## src/rtl/ps2_pkg.sv

```systemverilog
// Shared types and byte constants for the PS/2 host command sequencer.
package ps2_pkg;

  typedef enum logic [2:0] {
    StIdle    = 3'd0,
    StTxCmd   = 3'd1,
    StAckCmd  = 3'd2,
    StTxArg   = 3'd3,
    StAckArg  = 3'd4,
    StWaitBat = 3'd5,
    StFin     = 3'd6
  } state_e;

  typedef enum logic [2:0] {
    StatOk      = 3'd0,
    StatNak     = 3'd1,
    StatTimeout = 3'd2,
    StatTxErr   = 3'd3,
    StatBatFail = 3'd4
  } status_e;

  // Device responses
  localparam logic [7:0] RespAck     = 8'hFA;
  localparam logic [7:0] RespResend  = 8'hFE;
  localparam logic [7:0] RespBatOk   = 8'hAA;
  localparam logic [7:0] RespBatFail = 8'hFC;

  // Host commands
  localparam logic [7:0] CmdSetLeds = 8'hED;
  localparam logic [7:0] CmdReset   = 8'hFF;
  localparam logic [7:0] CmdEnable  = 8'hF4;

endpackage

```

## src/rtl/ps2_timeout_cnt.sv

```systemverilog
// Loadable down-counter; expire flags the cycle whose edge takes the count to zero.
module ps2_timeout_cnt #(
  parameter int unsigned Width = 32
) (
  input  logic             clk,
  input  logic             rst_n,
  input  logic             load,
  input  logic [Width-1:0] value,
  output logic             expire
);

  logic [Width-1:0] cnt_q;

  always_ff @(posedge clk) begin
    if (!rst_n) begin
      cnt_q <= '0;
    end else if (load) begin
      cnt_q <= value;
    end else if (cnt_q != '0) begin
      cnt_q <= cnt_q - Width'(1);
    end
  end

  assign expire = (cnt_q == Width'(1));

endmodule

```

## src/rtl/ps2_cmd_seq.sv

```systemverilog
// PS/2 host command sequencer: sends command/argument bytes, handles ACK/resend/BAT,
// and forwards every unconsumed received byte as a scancode.
module ps2_cmd_seq #(
  parameter int unsigned TIMEOUT_CYC     = 2_000_000,
  parameter int unsigned BAT_TIMEOUT_CYC = 100_000_000,
  parameter int unsigned MAX_RETRY       = 3
) (
  input  logic       i_clk,
  input  logic       i_rst_n,
  input  logic       i_cmd_valid,
  output logic       o_cmd_ready,
  input  logic [7:0] i_cmd_byte,
  input  logic       i_cmd_has_arg,
  input  logic [7:0] i_cmd_arg,
  input  logic       i_cmd_wait_bat,
  output logic       o_tx_valid,
  output logic [7:0] o_tx_data,
  input  logic       i_tx_done,
  input  logic       i_tx_err,
  input  logic       i_rx_valid,
  input  logic [7:0] i_rx_data,
  output logic       o_scan_valid,
  output logic [7:0] o_scan_data,
  output logic       o_busy,
  output logic       o_done,
  output logic [2:0] o_status
);

  import ps2_pkg::*;

  localparam int unsigned RetryW = (MAX_RETRY < 1) ? 1 : $clog2(MAX_RETRY + 1);
  localparam logic [RetryW-1:0] RetryMax = RetryW'(MAX_RETRY);

  state_e            state_q, state_d;
  status_e           status_q, status_d;
  logic [RetryW-1:0] retry_q, retry_d;
  logic [7:0]        cmd_q, cmd_d;
  logic [7:0]        arg_q, arg_d;
  logic              has_arg_q, has_arg_d;
  logic              wait_bat_q, wait_bat_d;
  logic [7:0]        tx_data_q, tx_data_d;
  logic              scan_valid_q, scan_valid_d;
  logic [7:0]        scan_data_q, scan_data_d;

  logic              consumed;
  logic              tmo_load;
  logic [31:0]       tmo_value;
  logic              tmo_expire;

  logic rx_ack, rx_resend, rx_bat_ok, rx_bat_fail;

  assign rx_ack      = i_rx_valid && (i_rx_data == RespAck);
  assign rx_resend   = i_rx_valid && (i_rx_data == RespResend);
  assign rx_bat_ok   = i_rx_valid && (i_rx_data == RespBatOk);
  assign rx_bat_fail = i_rx_valid && (i_rx_data == RespBatFail);

  ps2_timeout_cnt #(
    .Width (32)
  ) u_timeout (
    .clk    (i_clk),
    .rst_n  (i_rst_n),
    .load   (tmo_load),
    .value  (tmo_value),
    .expire (tmo_expire)
  );

  always_comb begin
    state_d    = state_q;
    status_d   = status_q;
    retry_d    = retry_q;
    cmd_d      = cmd_q;
    arg_d      = arg_q;
    has_arg_d  = has_arg_q;
    wait_bat_d = wait_bat_q;
    consumed   = 1'b0;

    unique case (state_q)
      StIdle: begin
        if (i_cmd_valid) begin
          cmd_d      = i_cmd_byte;
          arg_d      = i_cmd_arg;
          has_arg_d  = i_cmd_has_arg;
          wait_bat_d = i_cmd_wait_bat;
          retry_d    = '0;
          state_d    = StTxCmd;
        end
      end
      StTxCmd, StTxArg: begin
        if (i_tx_done) begin
          state_d = (state_q == StTxCmd) ? StAckCmd : StAckArg;
        end else if (i_tx_err) begin
          state_d  = StFin;
          status_d = StatTxErr;
        end
      end
      StAckCmd, StAckArg: begin
        // A consuming response wins over a coincident timeout expiry.
        if (rx_ack) begin
          consumed = 1'b1;
          if (state_q == StAckArg) begin
            state_d  = StFin;
            status_d = StatOk;
          end else if (has_arg_q) begin
            state_d = StTxArg;
            retry_d = '0;
          end else if (wait_bat_q) begin
            state_d = StWaitBat;
          end else begin
            state_d  = StFin;
            status_d = StatOk;
          end
        end else if (rx_resend) begin
          consumed = 1'b1;
          if (retry_q == RetryMax) begin
            state_d  = StFin;
            status_d = StatNak;
          end else begin
            state_d = (state_q == StAckCmd) ? StTxCmd : StTxArg;
            retry_d = retry_q + RetryW'(1);
          end
        end else if (tmo_expire) begin
          state_d  = StFin;
          status_d = StatTimeout;
        end
      end
      StWaitBat: begin
        if (rx_bat_ok) begin
          consumed = 1'b1;
          state_d  = StFin;
          status_d = StatOk;
        end else if (rx_bat_fail) begin
          consumed = 1'b1;
          state_d  = StFin;
          status_d = StatBatFail;
        end else if (tmo_expire) begin
          state_d  = StFin;
          status_d = StatTimeout;
        end
      end
      StFin: begin
        state_d = StIdle;
      end
      default: begin
        state_d = StIdle;
      end
    endcase
  end

  always_comb begin
    tx_data_d = tx_data_q;
    if (state_d == StTxCmd) begin
      tx_data_d = cmd_d;
    end else if (state_d == StTxArg) begin
      tx_data_d = arg_q;
    end

    // Reload on every state change so the count always belongs to the current wait.
    tmo_load  = (state_d != state_q);
    tmo_value = '0;
    if (state_d == StAckCmd || state_d == StAckArg) begin
      tmo_value = TIMEOUT_CYC;
    end else if (state_d == StWaitBat) begin
      tmo_value = BAT_TIMEOUT_CYC;
    end

    scan_valid_d = i_rx_valid && !consumed;
    scan_data_d  = scan_valid_d ? i_rx_data : scan_data_q;
  end

  always_ff @(posedge i_clk) begin
    if (!i_rst_n) begin
      state_q      <= StIdle;
      status_q     <= StatOk;
      retry_q      <= '0;
      cmd_q        <= '0;
      arg_q        <= '0;
      has_arg_q    <= 1'b0;
      wait_bat_q   <= 1'b0;
      tx_data_q    <= '0;
      scan_valid_q <= 1'b0;
      scan_data_q  <= '0;
    end else begin
      state_q      <= state_d;
      status_q     <= status_d;
      retry_q      <= retry_d;
      cmd_q        <= cmd_d;
      arg_q        <= arg_d;
      has_arg_q    <= has_arg_d;
      wait_bat_q   <= wait_bat_d;
      tx_data_q    <= tx_data_d;
      scan_valid_q <= scan_valid_d;
      scan_data_q  <= scan_data_d;
    end
  end

  assign o_cmd_ready  = (state_q == StIdle);
  assign o_busy       = (state_q != StIdle);
  assign o_tx_valid   = (state_q == StTxCmd) || (state_q == StTxArg);
  assign o_tx_data    = tx_data_q;
  assign o_done       = (state_q == StFin);
  assign o_status     = status_q;
  assign o_scan_valid = scan_valid_q;
  assign o_scan_data  = scan_data_q;

endmodule

```

## config.mk

```make
export PLATFORM = sky130hd
export DESIGN_NAME = ps2_cmd_seq
export DESIGN_NICKNAME = d
export VERILOG_FILES = /design/src/rtl/ps2_pkg.sv /design/src/rtl/ps2_timeout_cnt.sv /design/src/rtl/ps2_cmd_seq.sv
export SDC_FILE = /design/constraint.sdc
export NUM_CORES = 1
export LEC_CHECK = 0
export ABC_AREA = 1
export BUFFER_PORTS_ARGS = -buffer_cell sky130_fd_sc_hd__buf_2
export CORE_MARGIN = 2
export CORE_UTILIZATION = 62
export CTS_CLUSTER_DIAMETER = 80
export DETAILED_ROUTE_END_ITERATION = 10
export PLACE_DENSITY = 0.95
export SLEW_MARGIN = 20
export SYNTH_ARGS = -nofsm -noshare
export SYNTH_HDL_FRONTEND = slang
export SYNTH_SLANG_ARGS = --single-unit
```

## constraint.sdc

```tcl
create_clock -name i_clk -period 5.09 [get_ports i_clk]
set_input_delay 0.7635 -clock i_clk [delete_from_list [all_inputs] [get_ports i_clk]]
set_output_delay 0.7635 -clock i_clk [all_outputs]
set_load 0.02 [all_outputs]
```

[Word level (Yosys, flattened, before mapping)]
Index checks and enable logic that the tools add are counted.
Word-level totals
  register bits: 75
  bits in latches: 0
  memory bits (writable): 0
  memory bits (read-only): 0
  input port bits: 32
  output and inout bits: 24
  word-level logic and storage cells: 108
  memories kept: 0
Operators by class
  $add $sub $neg: 2
  multiply operators: 0
  divide/modulo/power cells: 0
  order comparisons: 0
  equal/unequal tests: 28
  shifts and indexed selects: 0
  multiplexer cells: 47
  bitwise gates (word level): 0
  reductions and logical operators: 20
Operator list (count)
  3-bit two-way mux: 23
  32-bit two-way mux: 2
  27-bit two-way mux: 2
  32-bit by 1-bit equality test with 1-bit output (second input constant): 1
  8-bit equality test (second input constant): 4
  8-bit two-way mux: 4
  32-bit nonzero test: 1
  32-bit by 1-bit subtractor with 32-bit output (second input constant): 1
  2-bit two-way mux: 8
  3-bit equality test (second input constant): 5
  3-bit by 2-bit equality test with 1-bit output (second input constant): 4
  3-bit != test (second input constant): 4
  4-bit != test (second input constant): 3
  3-bit case mux with 4 select lines: 1
  6-bit AND reduction: 2
  3-bit case mux with 3 select lines: 1
  3-bit by 1-bit equality test with 1-bit output (second input constant): 2
  2-bit != test (second input constant): 3
  2-bit nonzero test: 3
  3-bit nonzero test: 2
  1-bit logical AND: 5
  1-bit two-way mux: 4
  2-bit case mux with 2 select lines: 1
  2-bit OR reduction: 2
  8 further kinds: 9

[Depth between registers and ports, before layout]
Gate-level depths: netlist of run 1.
  depth after elaboration: 10
  mapped depth: 18
  mapped depth without buffers: 18

[By module]
From an unflattened synthesis of run 1, not the netlist that was laid out.
Second synthesis, totals
  cells, all modules: 739
  area total of the unflattened synthesis: 4553.1 µm²
By module, submodules not included
  ps2_timeout_cnt: times used 1, cells an instance 396, area an instance 2285.9 µm², sequential area each 640.6 µm²
  ps2_cmd_seq: times used 1, cells an instance 343, area an instance 2267.2 µm², sequential area each 860.8 µm²

[Least setup slack after synthesis of run 1]
Ideal clock, no wire load.
  path kind: input-to-reg
  start: input i_rx_data[0]
  end: register u_timeout.cnt_q[10]
  setup time: 128 ps
  data arrival time: 2245 ps
  required time: 4962 ps
  setup slack: 2717 ps
  stages on the path: 15
  buffers on the path: 1
  path through: inv_1 nand3_1 nor3_2 nand2_2 nor2_1 o21bai_1 nand2_1 nand2_1 nand2_1 nand2_2 nor2_8 nand3_2 buf_6 nand2_1 nor2_1
Between the ends
  word-level cells in the longest chain between the ends: 9
  elaborated cells on any way between the ends: 20
  those cells by class: eq/ne: 7; mux: 7; reduce/logical: 6
Ends and longest elaborated chain
  start: declaration: RTL line ps2_cmd_seq.sv:21  | input logic [7:0] i_rx_data,
  8-bit equality test (on tied branches): RTL line ps2_cmd_seq.sv:55, ps2_cmd_seq.sv:53
  1-bit logical AND (on tied branches): RTL line ps2_cmd_seq.sv:55, ps2_cmd_seq.sv:53
  3-bit two-way mux (on tied branches): RTL line ps2_cmd_seq.sv:131, ps2_cmd_seq.sv:112
  3-bit two-way mux (on tied branches): RTL line ps2_cmd_seq.sv:127, ps2_cmd_seq.sv:98
  3-bit case mux with 4 select lines *: RTL line ps2_cmd_seq.sv:77  | unique case (state_q)
  3-bit by 2-bit equality test with 1-bit output / 3-bit equality test (equally long branches): RTL line ps2_cmd_seq.sv:160  | if (state_d == StAckCmd || state_d == StAckArg) begin
  1-bit logical OR: RTL line ps2_cmd_seq.sv:160
  27-bit two-way mux: RTL line ps2_cmd_seq.sv:160
  32-bit two-way mux: RTL line ps2_timeout_cnt.sv:17  | end else if (load) begin
  end signal: assignment: RTL line ps2_timeout_cnt.sv:18  | cnt_q <= value;
  end signal: assignment: RTL line ps2_timeout_cnt.sv:20  | cnt_q <= cnt_q - Width'(1);
  end: declaration: RTL line ps2_timeout_cnt.sv:12  | logic [Width-1:0] cnt_q;
Mark *: on every way between the ends. The rest lies on a longest branch, timed or not.
A chain may end at the register's enable or synchronous reset.

[Worst setup path in the final report of run 1]
  start: register state_q[1]
  end: register u_timeout.cnt_q[20]
Between the ends
  word-level cells in the longest chain between the ends: 10
  elaborated cells on any way between the ends: 30
  those cells by class: eq/ne: 9; mux: 16; reduce/logical: 5
Ends and longest elaborated chain
  start: declaration: RTL line ps2_cmd_seq.sv:34  | state_e state_q, state_d;
  start signal: assignment: RTL line ps2_cmd_seq.sv:172  | state_q <= StIdle;
  start signal: assignment: RTL line ps2_cmd_seq.sv:183  | state_q <= state_d;
  3-bit by 2-bit equality test with 1-bit output: RTL line ps2_cmd_seq.sv:77, ps2_cmd_seq.sv:118
  2-bit two-way mux: RTL line ps2_cmd_seq.sv:118  | state_d = (state_q == StAckCmd) ? StTxCmd : StTxArg;
  3-bit two-way mux: RTL line ps2_cmd_seq.sv:114  | if (retry_q == RetryMax) begin
  3-bit two-way mux: RTL line ps2_cmd_seq.sv:112  | end else if (rx_resend) begin
  3-bit two-way mux: RTL line ps2_cmd_seq.sv:98  | if (rx_ack) begin
  3-bit case mux with 4 select lines: RTL line ps2_cmd_seq.sv:77
  3-bit equality test (tied with other cells): RTL line ps2_cmd_seq.sv:162  | end else if (state_d == StWaitBat) begin
  27-bit two-way mux / 1-bit logical OR (equally long branches): RTL line ps2_cmd_seq.sv:162, ps2_cmd_seq.sv:160
  27-bit two-way mux: RTL line ps2_cmd_seq.sv:160
  32-bit two-way mux: RTL line ps2_timeout_cnt.sv:17
Parallel ways exist; a longest one is shown, timed or not.

==> results.json, run 1 <==
{
  "status": "finished, final reports clean",
  "critical_path_buf_inv_count": 1,
  "path_cells": "nor2_1, inv_2, nor2_2, nand2_1, nand2_1, nor2_4, nand2_2, nand2_2, nand2_4, nor2_8, nand3_2, nand2_1, a21oi_1",
  "hp-class": "flop to flop",
  "finalHoldViolations": 0,
  "place_hpwl_um": 6810,
  "crit_start": "state_q[1]$_SDFF_PN0_",
  "pwr-share-comb_pct": 56.1,
  "rsz0062_at_grt": "no",
  "seqPwrFrac_pct": 28.7,
  "core-area_um2": 6310,
  "ir_drop_mv": 0.380,
  "min_path_cells": 2,
  "p_clk_share_pct": 15.2,
  "finalCritPeriodShare_pct": 62.5,
  "whs_ns": 0.443,
  "power.leakage_nw": 2.20,
  "io_pins": 56,
  "slew_violations": 0,
  "fmax_ghz": 0.314,
  "drt_wl_total_um": 9730,
  "r2r_setup_slack_ns": 1.91,
  "grt_pass1_vias": 3873,
  "start_util_pct": 64.0,
  "netlist_instances": 571,
  "path_class": "flop to flop",
  "reg2reg_to": "u_timeout.cnt_q[20]$_SDFFE_PN0P_",
  "yosysSeqAreaShare_pct": 37.1,
  "avgViaCountPerCell": 5.63,
  "syn_nets": 607,
  "tightestPinTransition_ns": 1.02,
  "cp_slowest_stage_delay_ns": 0.76,
  "cap_violations": 0,
  "grt_max_degree": 42,
  "r2r_cells": 13,
  "drtIter0Drc": 189,
  "grt_pass1_wl_um": 16500,
  "nets": 655,
  "avgSynthCellArea_um2": 7.08,
  "hold_buffers": 0,
  "critical_path_arrival_ns": 3.41,
  "mostFrequentLayoutCells": "nand2_1, nor2_1, dfxtp_1, inv_1, buf_2",
  "crit_path_end_kind": "flop",
  "gp_congestion": 0.920,
  "die_y_um": 84.8,
  "antenna_found_initial": 0,
  "cp-start-kind": "flop",
  "whs_endpoint": "o_scan_data[1]$_SDFFE_PN0P_",
  "fin_skew_ns": 0.0151,
  "gr-total-overflow": 0,
  "final_common_cell": "nand2_1",
  "cts_root_buf": "clkbuf_8",
  "cp_common_cell": "nand2_1",
  "yosysWarnings": 0,
  "setup_violations": 0,
  "cpLargestDelayFamily": "simple AND/OR/NAND/NOR gates",
  "dr.pass1.iters": 8,
  "vias": 3948,
  "cts_tree": "yes",
  "p_sw_mw": 1.45,
  "tns_ns": 0,
  "synth_area_um2": 4040,
  "n_antenna_cell": 0,
  "grt_usage_pct": 27.9,
  "fp.dieArea_um2": 7180,
  "placementRows": 29,
  "final_util_pct": 71.5,
  "wl_per_cell_um": 13.9,
  "cts-resized-gates": 0,
  "drc": 0,
  "cts_sinks": 75,
  "power_density_nw_per_um2": 674,
  "reg2reg_from": "state_q[1]$_SDFF_PN0_",
  "clock_path_buffers": 2,
  "drive_gt1_share_pct": 17.6,
  "h-tree-depth": 3,
  "die_w_um": 84.8,
  "numPortBuffers": 55,
  "path_max_fanout": 30,
  "synth_cell_types": 43,
  "fillers": 515,
  "worstSkewPairLatency_ns": 0.36,
  "worst_path_max_delay_cell": "nand2_1",
  "numCtsBuffers": 9,
  "holdCritStartpoint": "o_scan_data[1]$_SDFFE_PN0P_",
  "min_period_ns": 3.18,
  "internal_power_mw": 1.59,
  "ys_ff_latch": 75,
  "cts_setup_buffers": 0,
  "p_sw_share_pct": 47.6,
  "relSlewSlack_pct": 32.0,
  "path_clk_slew_ns": 0.08,
  "area_growth_pct": 11.6,
  "cp.required_ns": 5.32,
  "drtAntennaViolNets": 0
}
power by group through the flow:
stage          Clock, mW  Sequential (mW)  Combinational (mW)
2_1_floorplan          0            0.875                1.34
3_3_place_gp           0            0.874                1.58
3_5_place_dp           0            0.880                1.66
4_1_cts            0.462            0.869                1.68
5_1_grt            0.485            0.891                1.90
6_report           0.461            0.874                1.71
worst max path at each step:
stage | to | slack [ns] | depth (start not counted)
floorplan | u_timeout.cnt_q[10]$_SDFFE_PN0P_ | 2.72 | 15
global placement | u_timeout.cnt_q[15]$_SDFFE_PN0P_ | 2.01 | 17
detailed placement | u_timeout.cnt_q[20]$_SDFFE_PN0P_ | 1.90 | 11
CTS | u_timeout.cnt_q[20]$_SDFFE_PN0P_ | 1.95 | 13
global route | u_timeout.cnt_q[20]$_SDFFE_PN0P_ | 1.67 | 13
finish | u_timeout.cnt_q[20]$_SDFFE_PN0P_ | 1.91 | 13
synth_stat cells (all sizes together):
cell type / count / area [um^2]
a211o: 1 / 8.76
a211oi: 8 / 60.1
a21oi: 37 / 185
a31oi: 1 / 6.26
buf: 9 / 66.3
clkbuf: 10 / 37.5
dfxtp: 75 / 1500
ha: 4 / 50.1
inv: 69 / 259
mux2i: 8 / 80.1
nand2: 118 / 478
nand3: 36 / 190
nand3b: 1 / 7.51
nand4: 4 / 25.0
nor2: 94 / 424
nor3: 14 / 91.3
nor3b: 3 / 27.5
nor4: 11 / 75.1
o211a: 1 / 10.0
o211ai: 3 / 22.5
o21ai: 31 / 155
o21bai: 1 / 7.51
o221ai: 1 / 8.76
o22ai: 1 / 6.26
o31ai: 1 / 7.51
or2: 1 / 6.26
xnor2: 14 / 123
xor2: 14 / 123
sequential cells by signal, summed over array words and instances, names as in the netlist, 2 cells and up:
name and count:
u_timeout.cnt_q 32, cmd_q 8, retry_q 2, o_scan_data 8
o_tx_data 8, state_q 3, o_status 3, arg_q 8
final cells by class:
type	instances	area, um^2	share of cell area (%)
Multi-Input combinational cell	408	2180	48.3
Sequential cell	75	1500	33.3
Timing Repair Buffer	56	283	6.27
Inverter	69	259	5.74
Clock buffer	11	131	2.91
Tap cell	77	96.3	2.14
Clock inverter	5	62.6	1.39
stage by stage:
step,cells,setup WS (ns),area (um^2),total power [mW]
6_report,701,1.91,4510,3.04
5_1_grt,701,1.67,4510,3.28
4_1_cts,701,1.95,4510,3.01
3_5_place_dp,685,1.90,4320,2.54
3_3_place_gp,685,2.01,4320,2.45
2_1_floorplan,571,2.72,4040,2.21
cells by family (layout without fill, tap and decap cells):
| logic type | Yosys count | count (layout) | synth area share [%] |
|---|---|---|---|
| muxes | 8 | 8 | 1.98 |
| buffers and inverters | 88 | 141 | 8.98 |
| AOI/OAI and AO/OA | 86 | 86 | 11.8 |
| and+or+nand+nor | 282 | 282 | 32.8 |
| DFF | 75 | 75 | 37.1 |
| xor gates and xnor gates | 28 | 28 | 6.07 |
| adders and majority gates | 4 | 4 | 1.24 |
worst register-to-register path, stage by stage, from the launching register on:
cell	delay, ns
dfxtp_1	0.51
nor2_1	0.11
inv_2	0.10
nor2_2	0.05
nand2_1	0.76
nand2_1	0.22
nor2_4	0.17
nand2_2	0.09
nand2_2	0.10
nand2_4	0.07
nor2_8	0.27
nand3_2	0.31
nand2_1	0.23
a21oi_1	0.07
metal layers:
metal,global-route usage [%],vias to the layer above,routed length [um]
met5,0,-,0
met4,11.3,0,209
li1,-,1937,-
met1,32.6,1829,4050
met3,5.70,24,642
met2,49.7,158,4830
(Power assumes the default switching activity.)
==> run 2, diff against run 1 <==
--- a/config.mk
+++ b/config.mk
@@ -5,13 +5,13 @@
 export SDC_FILE = /design/constraint.sdc
 export NUM_CORES = 1
 export LEC_CHECK = 0
-export ABC_AREA = 1
+export ABC_AREA = 0
 export BUFFER_PORTS_ARGS = -buffer_cell sky130_fd_sc_hd__buf_2
 export CORE_MARGIN = 2
-export CORE_UTILIZATION = 62
+export CORE_UTILIZATION = 57
 export CTS_CLUSTER_DIAMETER = 80
 export DETAILED_ROUTE_END_ITERATION = 10
-export PLACE_DENSITY = 0.95
+export PLACE_DENSITY = 0.9
 export SLEW_MARGIN = 20
 export SYNTH_ARGS = -nofsm -noshare
 export SYNTH_HDL_FRONTEND = slang
==> constraint.sdc (replaced) <==
create_clock -name i_clk -period 3.3 [get_ports i_clk]
set_input_delay 0.495 -clock i_clk [delete_from_list [all_inputs] [get_ports i_clk]]
set_output_delay 0.495 -clock i_clk [all_outputs]
set_load 0.02 [all_outputs]
==> run 2 against run 1 <==
Worst setup slack worse by 1.7 ns. Cell area decreased by 5.0%. Core utilization is 3.6 points lower. Non-clock buffer count grew 8. Global-route usage shrank 4.0 points. Hold slack worse by 0.066 ns. Clock skew up 0.0025 ns. Die area shrank 0.85%. Clock-buffer cell count fell by 2. Clock power increased by 87%. Largest cell class unchanged.
==> results.json, run 2 <==
{
  "n_antenna_cell": 0,
  "gr-total-overflow": 0,
  "dr.pass1.iters": 5,
  "synthTopCellsByArea": "dfxtp_1, nand2_1, nor2_1",
  "hp-class": "input pin to flop",
  "synth.cells.most_frequent": "dfxtp_1, nand2_1, nor2_1, a21oi_1, xnor2_1",
  "avgViaCountPerCell": 5.75,
  "synth_top_family_by_area": "simple AND/OR/NAND/NOR gates",
  "synth_compound_area_share_pct": 13.2,
  "reg2reg_to": "u_timeout.cnt_q[18]$_SDFFE_PN0P_",
  "ys.flop_type": "dfxtp_1",
  "cp-endpoint": "u_timeout.cnt_q[18]$_SDFFE_PN0P_",
  "yosysTopAreaCellShare_pct": 40.8,
  "yosysMostFrequentCell": "dfxtp_1",
  "wl_met2_um": 3950,
  "avgSynthCellArea_um2": 8.39,
  "yosysSeqAreaShare_pct": 40.8,
  "cts-resized-gates": 0,
  "antenna_found_initial": 0,
  "area_growth_pct": 16.3,
  "synth_fa_ha_area_share_pct": 1.36,
  "ir_drop_mv": 0.729,
  "cap_violations": 0,
  "cpLargestDelayFamily": "simple AND/OR/NAND/NOR gates",
  "numCtsBuffers": 9,
  "tns_ns": 0,
  "drtAntennaViolNets": 0,
  "grt_pass1_wl_um": 14100,
  "gp_congestion": 0.942,
  "largest_reg_flops": 32,
  "drive_gt1_share_pct": 21.2,
  "worstSkewPairLatency_ns": 0.36,
  "finalCritPeriodShare_pct": 93.9,
  "place_hpwl_um": 5980,
  "yosys.area_share.xor_xnor_pct": 7.61,
  "fmax_ghz": 0.323,
  "tightestPinTransition_ns": 0.642,
  "ys_ff_latch": 75,
  "cts_sinks": 75,
  "h-tree-depth": 3,
  "wl_per_cell_um": 14.2,
  "power_density_nw_per_um2": 836,
  "grt_max_degree": 42,
  "place_inst": 560,
  "worst_path_max_delay_cell": "or4_1",
  "slew_violations": 0,
  "drc": 0,
  "instances_no_fill": 576,
  "cts_tree": "yes",
  "grt_pass1_vias": 3130,
  "rsz0062_at_grt": "no",
  "r2r_setup_slack_ns": 0.20,
  "fin_skew_ns": 0.0175,
  "synth_area_um2": 3680,
  "core-area_um2": 6310,
  "topRoutingLayerUsed": "met4",
  "numPortBuffers": 55,
  "muxShareOfSynthArea_pct": 7.74,
  "die_w_um": 84.4,
  "synth_edf_count": 0,
  "path_max_fanout": 6,
  "cp.required_ns": 3.57,
  "drtIter0Drc": 134,
  "wl_met1_um": 3670,
  "synth_cell_types": 58,
  "power_mw": 3.58,
  "vias": 3310,
  "largest-register": "u_timeout.cnt_q",
  "path_clk_slew_ns": 0.08,
  "critical_path_arrival_ns": 3.37,
  "cp-start-kind": "flop",
  "start_util_pct": 58.3,
  "io_pins": 56,
  "yosysWarnings": 0,
  "synthArstFlopShare_pct": 0,
  "clock_path_buffers": 2,
  "mostFrequentLayoutCells": "dfxtp_1, nand2_1, nor2_1, buf_2, a21oi_1",
  "final_util_pct": 67.9,
  "die_y_um": 84.4,
  "wl_met3_um": 484,
  "status": "finished, final reports clean",
  "finalHoldViolations": 0,
  "nets": 530,
  "crit_start": "u_timeout.cnt_q[16]$_SDFFE_PN0P_",
  "final_common_cell": "dfxtp_1",
  "path_cells": "or4_1, or2_2, nor4_4, o2bb2ai_1, and2_0, mux2_4, a221o_1, o21ai_0",
  "r2r_cells": 8,
  "power.leakage_nw": 1.86,
  "cts_root_buf": "clkbuf_8",
  "reg2reg_from": "u_timeout.cnt_q[16]$_SDFFE_PN0P_",
  "fp.dieArea_um2": 7120,
  "grt_usage_pct": 24.0,
  "crit_path_end_kind": "flop",
  "netlist_instances": 439,
  "syn_nets": 475,
  "relSlewSlack_pct": 57.1,
  "setup_violations": 0,
  "placementRows": 29,
  "path_class": "flop to flop",
  "critical_path_buf_inv_count": 0,
  "cp_slowest_stage_delay_ns": 0.57,
  "yosysTopAreaCell": "dfxtp_1",
  "cp.depth": 8,
  "drt_wl_total_um": 8200,
  "min_period_ns": 3.10,
  "synth-simple-area-share_pct": 25.8
}
[run 2: cell types whose count changed in the layout (fill, tap and decap cells not counted), sizes merged, moves of 9 or more]
cell / delta
inv: -56
mux2: +9
mux2i: +10
nand2: -61
nand3: -27
nor2: -36
o21ai: -9
[run 2: through the flow]
stage | setup WS (ns) | hold WS [ns] | cell area, um^2
floorplan | 0.392 | 0.433 | 3680
CTS | 0.135 | 0.369 | 4290
global route | 0.00838 | 0.380 | 4290
finish | 0.202 | 0.377 | 4290
global placement | 0.230 | 0.440 | 4040
detailed placement | 0.158 | 0.446 | 4040
[run 2: area by class of cell]
class,count,area [um^2]
clock buffers,9,124
clock inverters,7,123
fillers,507,2030
inverters,12,45.0
multi-input cells,332,2050
flip-flops and latches,75,1500
well taps,77,96.3
repair buffers,64,343
[run 2: worst min path at each step]
stage | end | start | slack [ns] | cells past startpoint
floorplan | arg_q[0]$_SDFFE_PN0P_ | arg_q[0]$_SDFFE_PN0P_ | 0.43 | 2
global placement | arg_q[7]$_SDFFE_PN0P_ | arg_q[7]$_SDFFE_PN0P_ | 0.44 | 2
detailed placement | arg_q[1]$_SDFFE_PN0P_ | arg_q[1]$_SDFFE_PN0P_ | 0.45 | 2
CTS | wait_bat_q$_SDFFE_PN0P_ | i_cmd_wait_bat | 0.37 | 3
global route | wait_bat_q$_SDFFE_PN0P_ | i_cmd_wait_bat | 0.38 | 3
finish | wait_bat_q$_SDFFE_PN0P_ | i_cmd_wait_bat | 0.38 | 3
[run 2: where the power goes]
part	internal (mW)	switching (mW)
logic	0.670	0.867
registers	1.05	0.127
clock network	0.507	0.357
total	2.23	1.35
[run 2: tightest hold or removal path, stage by stage]
cell and delay [ns]:
buf_2 0.09, nand2_1 0.05, a21oi_1 0.05
[run 2: routing by layer]
| layer | track usage (%) | vias to the layer above |
|---|---|---|
| met1 | 30.6 | 1553 |
| met3 | 7.37 | 16 |
| met2 | 39.8 | 100 |
| met4 | 6.35 | 0 |
| met5 | 0 | - |
| li1 | - | 1641 |
[run 2: what timing repair did]
item                                   in CTS  in global routing
hold buffers                                0                  0
setup buffers                               0                  0
setup endpoints to repair                   0                  5
endpoints found under the hold margin       0                  0
[run 2: cells by family after synthesis]
kind of cell,count (synthesis)
buffers and inverters,32
xor gates and xnor gates,32
DFF,75
and+or+nand+nor,193
muxes,27
AOI/OAI and AO/OA,76
adders and majority gates,4
